### config.mk
export PLATFORM = sky130hd
export DESIGN_NAME = dual_channel_collector_flat
export DESIGN_NICKNAME = d
export VERILOG_FILES = /design/src/rtl/dual_channel_collector_if.sv /design/src/rtl/dual_channel_collector.sv /design/src/flat_wrapper.sv
export SDC_FILE = /design/constraint.sdc
export NUM_CORES = 1
export LEC_CHECK = 0
export BUFFER_PORTS_ARGS = -buffer_cell sky130_fd_sc_hd__buf_2
export CAP_MARGIN = 10
export CELL_PAD_IN_SITES_DETAIL_PLACEMENT = 1
export CELL_PAD_IN_SITES_GLOBAL_PLACEMENT = 2
export CORE_MARGIN = 2
export CORE_UTILIZATION = 42
export CTS_CLUSTER_SIZE = 25
export DETAILED_ROUTE_END_ITERATION = 12
export HOLD_SLACK_MARGIN = 0.12
export PLACE_DENSITY = 0.72
export SLEW_MARGIN = 20
export SYNTH_ARGS = -nofsm -noshare
export SYNTH_HDL_FRONTEND = slang
export SYNTH_SLANG_ARGS = --single-unit
### constraint.sdc
create_clock -name clk -period 2.8 [get_ports clk]
set_input_delay 0.28 -clock clk [delete_from_list [all_inputs] [get_ports clk]]
set_output_delay 0.28 -clock clk [all_outputs]
set_load 0.02 [all_outputs]
### src/rtl/dual_channel_collector_if.sv
// Handshake/bus bundle for dual_channel_collector: channel inputs, merged output,
// FIFO status flags and drop counter.
interface dual_channel_collector_if #(
    parameter int DATA_W = 10
);
    logic [DATA_W-1:0] x_in;
    logic [DATA_W-1:0] y_in;
    logic              sel_q;
    logic              in_valid;
    logic [DATA_W-1:0] out_data;
    logic              out_ch;
    logic              out_valid;
    logic              out_ready;
    logic              x_full;
    logic              y_full;
    logic [7:0]        drop_cnt;

    modport master (
        output x_in, y_in, sel_q, in_valid, out_ready,
        input  out_data, out_ch, out_valid, x_full, y_full, drop_cnt
    );

    modport slave (
        input  x_in, y_in, sel_q, in_valid, out_ready,
        output out_data, out_ch, out_valid, x_full, y_full, drop_cnt
    );
endinterface

### src/rtl/dual_channel_collector.sv
// Merges X/Y channel words through two FIFOs into one round-robin output register.
// Define COLLECTOR_DROP_CNT_EN to build the saturating drop_cnt counter.
//
// state    | meaning
// S_EMPTY  | no word presented, out_valid=0
// S_LOADED | word presented on out_data/out_ch, out_valid=1
module dual_channel_collector #(
    parameter int DATA_W = 10,
    parameter int DEPTH  = 4
) (
    input logic clk,
    input logic rst,
    dual_channel_collector_if.slave bus
);
    localparam int AW = $clog2(DEPTH);
    localparam int CW = AW + 1;
    localparam logic [CW-1:0] FULL_CNT = CW'(DEPTH);
    localparam logic [0:0] S_EMPTY  = 1'b0;
    localparam logic [0:0] S_LOADED = 1'b1;

    logic [DATA_W-1:0] mem_x [DEPTH];
    logic [DATA_W-1:0] mem_y [DEPTH];
    logic [AW-1:0]     wr_x, rd_x, wr_y, rd_y;
    logic [CW-1:0]     cnt_x, cnt_y;
    logic [CW-1:0]     cnt_x_nxt, cnt_y_nxt;
    logic [0:0]        state;
    logic              last_ch;
    logic [DATA_W-1:0] out_data_q;
    logic              out_ch_q;
    logic              x_full_q, y_full_q;

    logic x_ne, y_ne, x_at_full, y_at_full;
    logic take, pop_x, pop_y, push_x, push_y;

    assign x_ne      = (cnt_x != '0);
    assign y_ne      = (cnt_y != '0);
    assign x_at_full = (cnt_x == FULL_CNT);
    assign y_at_full = (cnt_y == FULL_CNT);

    // last_ch=0 means Y was popped last, so X takes the tie.
    assign take   = (state == S_EMPTY) || bus.out_ready;
    assign pop_x  = take && x_ne && (!y_ne || !last_ch);
    assign pop_y  = take && y_ne && !pop_x;
    // A full FIFO still accepts a push when it is popped on the same edge.
    assign push_x = bus.in_valid &&  bus.sel_q && (!x_at_full || pop_x);
    assign push_y = bus.in_valid && !bus.sel_q && (!y_at_full || pop_y);

    assign cnt_x_nxt = cnt_x + CW'(push_x) - CW'(pop_x);
    assign cnt_y_nxt = cnt_y + CW'(push_y) - CW'(pop_y);

    always_ff @(posedge clk) begin
        if (push_x) mem_x[wr_x] <= bus.x_in;
        if (push_y) mem_y[wr_y] <= bus.y_in;
    end

    always_ff @(posedge clk or posedge rst) begin
        if (rst) begin
            wr_x       <= '0;
            rd_x       <= '0;
            wr_y       <= '0;
            rd_y       <= '0;
            cnt_x      <= '0;
            cnt_y      <= '0;
            x_full_q   <= 1'b0;
            y_full_q   <= 1'b0;
            state      <= S_EMPTY;
            last_ch    <= 1'b0;
            out_data_q <= '0;
            out_ch_q   <= 1'b0;
        end else begin
            if (push_x) wr_x <= wr_x + AW'(1);
            if (push_y) wr_y <= wr_y + AW'(1);
            cnt_x    <= cnt_x_nxt;
            cnt_y    <= cnt_y_nxt;
            x_full_q <= (cnt_x_nxt == FULL_CNT);
            y_full_q <= (cnt_y_nxt == FULL_CNT);

            if (pop_x) begin
                out_data_q <= mem_x[rd_x];
                out_ch_q   <= 1'b1;
                last_ch    <= 1'b1;
                rd_x       <= rd_x + AW'(1);
            end else if (pop_y) begin
                out_data_q <= mem_y[rd_y];
                out_ch_q   <= 1'b0;
                last_ch    <= 1'b0;
                rd_y       <= rd_y + AW'(1);
            end

            if (pop_x || pop_y) begin
                state <= S_LOADED;
            end else if (bus.out_ready) begin
                state <= S_EMPTY;
            end
        end
    end

    assign bus.out_data  = out_data_q;
    assign bus.out_ch    = out_ch_q;
    assign bus.out_valid = (state == S_LOADED);
    assign bus.x_full    = x_full_q;
    assign bus.y_full    = y_full_q;

`ifdef COLLECTOR_DROP_CNT_EN
    logic       drop;
    logic [7:0] drop_q;

    assign drop = bus.in_valid && !(bus.sel_q ? push_x : push_y);

    always_ff @(posedge clk or posedge rst) begin
        if (rst) begin
            drop_q <= 8'd0;
        end else if (drop && (drop_q != 8'hFF)) begin
            drop_q <= drop_q + 8'd1;
        end
    end

    assign bus.drop_cnt = drop_q;
`else
    assign bus.drop_cnt = 8'd0;
`endif

endmodule

### src/flat_wrapper.sv
// flat-port wrapper written by rule: the top's interface ports become plain ports
module dual_channel_collector_flat 
#(
    parameter int DATA_W = 10,
    parameter int DEPTH  = 4
)
  (clk, rst, bus_x_in, bus_y_in, bus_sel_q, bus_in_valid, bus_out_ready, bus_out_data, bus_out_ch, bus_out_valid, bus_x_full, bus_y_full, bus_drop_cnt);
  dual_channel_collector_if #(.DATA_W(DATA_W)) bus_i ();
  input logic clk;
  input logic rst;
  input wire logic [$bits(bus_i.x_in)-1:0] bus_x_in;
  input wire logic [$bits(bus_i.y_in)-1:0] bus_y_in;
  input wire logic [$bits(bus_i.sel_q)-1:0] bus_sel_q;
  input wire logic [$bits(bus_i.in_valid)-1:0] bus_in_valid;
  input wire logic [$bits(bus_i.out_ready)-1:0] bus_out_ready;
  output wire logic [$bits(bus_i.out_data)-1:0] bus_out_data;
  output wire logic [$bits(bus_i.out_ch)-1:0] bus_out_ch;
  output wire logic [$bits(bus_i.out_valid)-1:0] bus_out_valid;
  output wire logic [$bits(bus_i.x_full)-1:0] bus_x_full;
  output wire logic [$bits(bus_i.y_full)-1:0] bus_y_full;
  output wire logic [$bits(bus_i.drop_cnt)-1:0] bus_drop_cnt;
  assign bus_i.x_in = bus_x_in;
  assign bus_i.y_in = bus_y_in;
  assign bus_i.sel_q = bus_sel_q;
  assign bus_i.in_valid = bus_in_valid;
  assign bus_i.out_ready = bus_out_ready;
  assign bus_out_data = bus_i.out_data;
  assign bus_out_ch = bus_i.out_ch;
  assign bus_out_valid = bus_i.out_valid;
  assign bus_x_full = bus_i.x_full;
  assign bus_y_full = bus_i.y_full;
  assign bus_drop_cnt = bus_i.drop_cnt;
  dual_channel_collector #(.DATA_W(DATA_W), .DEPTH(DEPTH)) u_core (.clk(clk), .rst(rst), .bus(bus_i));
endmodule
==> results.py <==
metrics = {
    "die": {
        "die_area_um2": 11200,
        "coreArea_um2": 10200,
        "rows": 37,
        "io_pins": 47,
        "die_h_um": 106,
        "die_width_um": 106,
        "start_util_pct": 42.8,
    },
    "synthesis": {
        "synth_edf_count": 80,
        "synth_cells": 240,
        "yosys_warnings": 0,
        "async_flop_share_pct": 25.9,
        "synth_area_um2": 4370,
        "synth.avg_cell_area_um2": 18.2,
        "yosysSeqAreaShare_pct": 70.9,
        "synth_cell_types": 29,
        "synth_seq_cells": 108,
        "ys_dominant_reg_cell": "edfxtp_1",
    },
    "worst_setup_path": {
        "setup.worst_path.end": "u_core.bus.y_full",
        "start_kind": "flip-flop",
        "path_delay_family": "adder cells",
        "cp_num_cells": 9,
        "crit_top_cell": "ha_1",
        "rr_worst_depth": 9,
        "worst_ep_arrival_time_ps": 2800,
        "crit_fanout": 4,
        "path_cells": "or3_4 -> o211a_1 -> ha_1 -> inv_1 -> ha_1 -> fa_1 -> xor2_1 -> xnor2_1 -> nor3b_1",
        "worst-r2r-setup-slack_ps": 290,
        "worstPathBufferInverterCount": 1,
        "startpoint": "u_core.cnt_y[2]",
        "reg2reg_from": "u_core.cnt_y[2]",
        "timing.rr.end": "u_core.bus.y_full",
        "crit_required_ps": 3090,
        "cp_slowest_cell": "dfrtp_1",
        "end_kind": "flip-flop",
        "max_stage_delay_ps": 430,
        "critical_path_class": "flip-flop to flip-flop",
    },
    "cts": {
        "cts.path.max_buffers": 2,
        "cts_buffers": 9,
        "cts.clk_slew.worst_paths_ps": 100,
        "clk_latency_ps": 370,
        "cts.htree.levels": 3,
        "numClockSinks": 108,
        "cts_setup_buffers": 0,
        "root_buffer": "clkbuf_8",
        "cts_tree": "built",
    },
    "cells_and_area": {
        "final_util_pct": 49.5,
        "drive_gt1_share_pct": 28.3,
        "diodes": 0,
        "layout.area.seq_um2": 3100,
        "syn2layout_area_growth_pct": 15.7,
        "num-fill-cells": 1003,
        "layout_commonest_cell": "edfxtp_1",
        "nets": 341,
        "multi_input_area_um2": 1150,
        "instances_no_fill": 443,
        "final_cell_mix": "edfxtp_1, buf_2, dfrtp_1",
    },
    "sta": {
        "finalMaxSlewViolations": 0,
        "setup_viol": 0,
        "fmax_mhz": 398,
        "hold_ws_ps": 132,
        "fin_skew_ps": 13.7,
        "relSlewSlack_pct": 61.9,
        "finalCriticalPeriod_ps": 2510,
        "final-hold-violation-count": 0,
        "post-route-period-util_pct": 89.8,
        "worstMarginPinSlew_ps": 572,
        "setup_tns_ps": 0,
        "rsz0062_at_grt": "false",
    },
    "global_route": {
        "grt_max_degree": 29,
        "grt_overflow": 0,
        "grt_pass1_wl_um": 12900,
        "antenna_found_initial": 0,
        "grt.total_usage_pct": 15.8,
        "grt_pass1_vias": 2371,
    },
    "power_and_ir_drop": {
        "leakage_nw": 1.95,
        "ir_drop_mv": 0.397,
        "p_per_area_nw_per_um2": 976,
    },
    "run_status": {
        "status": "completed",
    },
    "route": {
        "vias": 2161,
        "routed_via_density": 4.88,
        "dr.pass1.iters": 4,
        "ant_nets": 0,
        "drc_errors": 0,
        "wl_um": 8060,
        "wire_per_inst_um": 18.2,
        "drt_iter0_markers": 78,
    },
    "placement": {
        "numPortBuffers": 38,
        "routabilityCongestion": 0.721,
        "dp_cells": 415,
        "place_hpwl_um": 5360,
    },
    "flow_run": {
        "maxCapViolCount": 0,
    },
    "worst_hold_path": {
        "hold_class": "input port to flip-flop",
    },
}
-- layout make-up --
type	count	area share, %
Multi-Input combinational cell	111	22.8
Tap cell	136	3.36
Timing Repair Buffer	59	7.46
Clock inverter	5	1.53
Sequential cell	108	61.3
Inverter	13	0.964
Clock buffer	11	2.60
-- stage by stage --
| step | power (mW) | setup slack, ps | instance area [um2] |
|---|---|---|---|
| final | 4.94 | 287 | 5060 |
| after global routing | 5.27 | 100 | 5060 |
| after CTS | 5.01 | 245 | 5060 |
| after detailed placement | 3.98 | 272 | 4730 |
| after global placement | 3.94 | 377 | 4730 |
| after floorplan | 3.48 | 266 | 4400 |
-- logic make-up (layout without fill, tap and decap cells) --
group	Yosys count	in the layout	synth area share, %
mux	22	22	10.8
fa+ha+maj	14	14	4.35
other cells	1	8	0.0857
simple gates	39	39	4.46
buf+inv	28	88	3.29
flops	108	108	70.9
compound gates	18	18	4.06
xor+xnor	10	10	2.00
-- worst min-delay path by stage --
stage,from,endpoint,slack [ps],depth (start not counted)
finish,bus_x_in[5],u_core.mem_x[3][5],130,1
global route,bus_x_in[5],u_core.mem_x[0][5],120,1
CTS,bus_x_in[2],u_core.mem_x[2][2],120,1
detailed placement,rst,u_core.wr_y[1],380,3
global placement,rst,u_core.wr_y[1],370,3
floorplan,rst,u_core.bus.out_data[0],350,1
-- synthesized netlist by cell type, types with 2 or more instances --
| cell type | number | share of area, % |
|---|---|---|
| and2_1 | 8 | 1.1 |
| dfrtp_1 | 28 | 16 |
| xor2_1 | 4 | 0.80 |
| a22oi_1 | 10 | 1.7 |
| nor3b_1 | 2 | 0.34 |
| buf_2 | 4 | 0.46 |
| edfxtp_1 | 80 | 55 |
| nand2_1 | 24 | 2.1 |
| ha_1 | 12 | 3.4 |
| mux4_2 | 20 | 10 |
| buf_4 | 9 | 1.5 |
| a21o_1 | 2 | 0.34 |
| clkbuf_1 | 2 | 0.17 |
| inv_1 | 13 | 1.1 |
| fa_1 | 2 | 0.92 |
| nand2b_1 | 2 | 0.29 |
| xnor2_1 | 6 | 1.2 |
-- timing repair --
item                                    in CTS  in global routing
hold endpoints to repair                    65                  0
resized for setup                            0                  0
endpoints found under the setup margin       0                  0
hold buffers                                12                  0
-- registers in the layout, indices dropped and copies added (netlist names) --
register / cells
u_core.bus.y_full: 1
u_core.cnt_x: 3
u_core.bus.x_full: 1
u_core.wr_x: 2
u_core.rd_y: 2
u_core.last_ch: 1
u_core.mem_y: 40
u_core.bus.out_data: 10
u_core.wr_y: 2
u_core.bus.out_valid: 1
u_core.cnt_y: 3
u_core.rd_x: 2
u_core.mem_x: 40
-- per-layer routing --
metal  wire length (um)  track usage [%]
met1               3600             20.3
met2               4120             26.5
met3                278             3.49
met4                 66             5.64
met5                  0                0
-- power breakdown --
group	internal, mW	switching, mW
Sequential	2.06	0.291
Combinational	0.749	0.823
Clock	0.504	0.508
Total	3.32	1.62
Note: power is estimated with default switching activity, not from simulation.
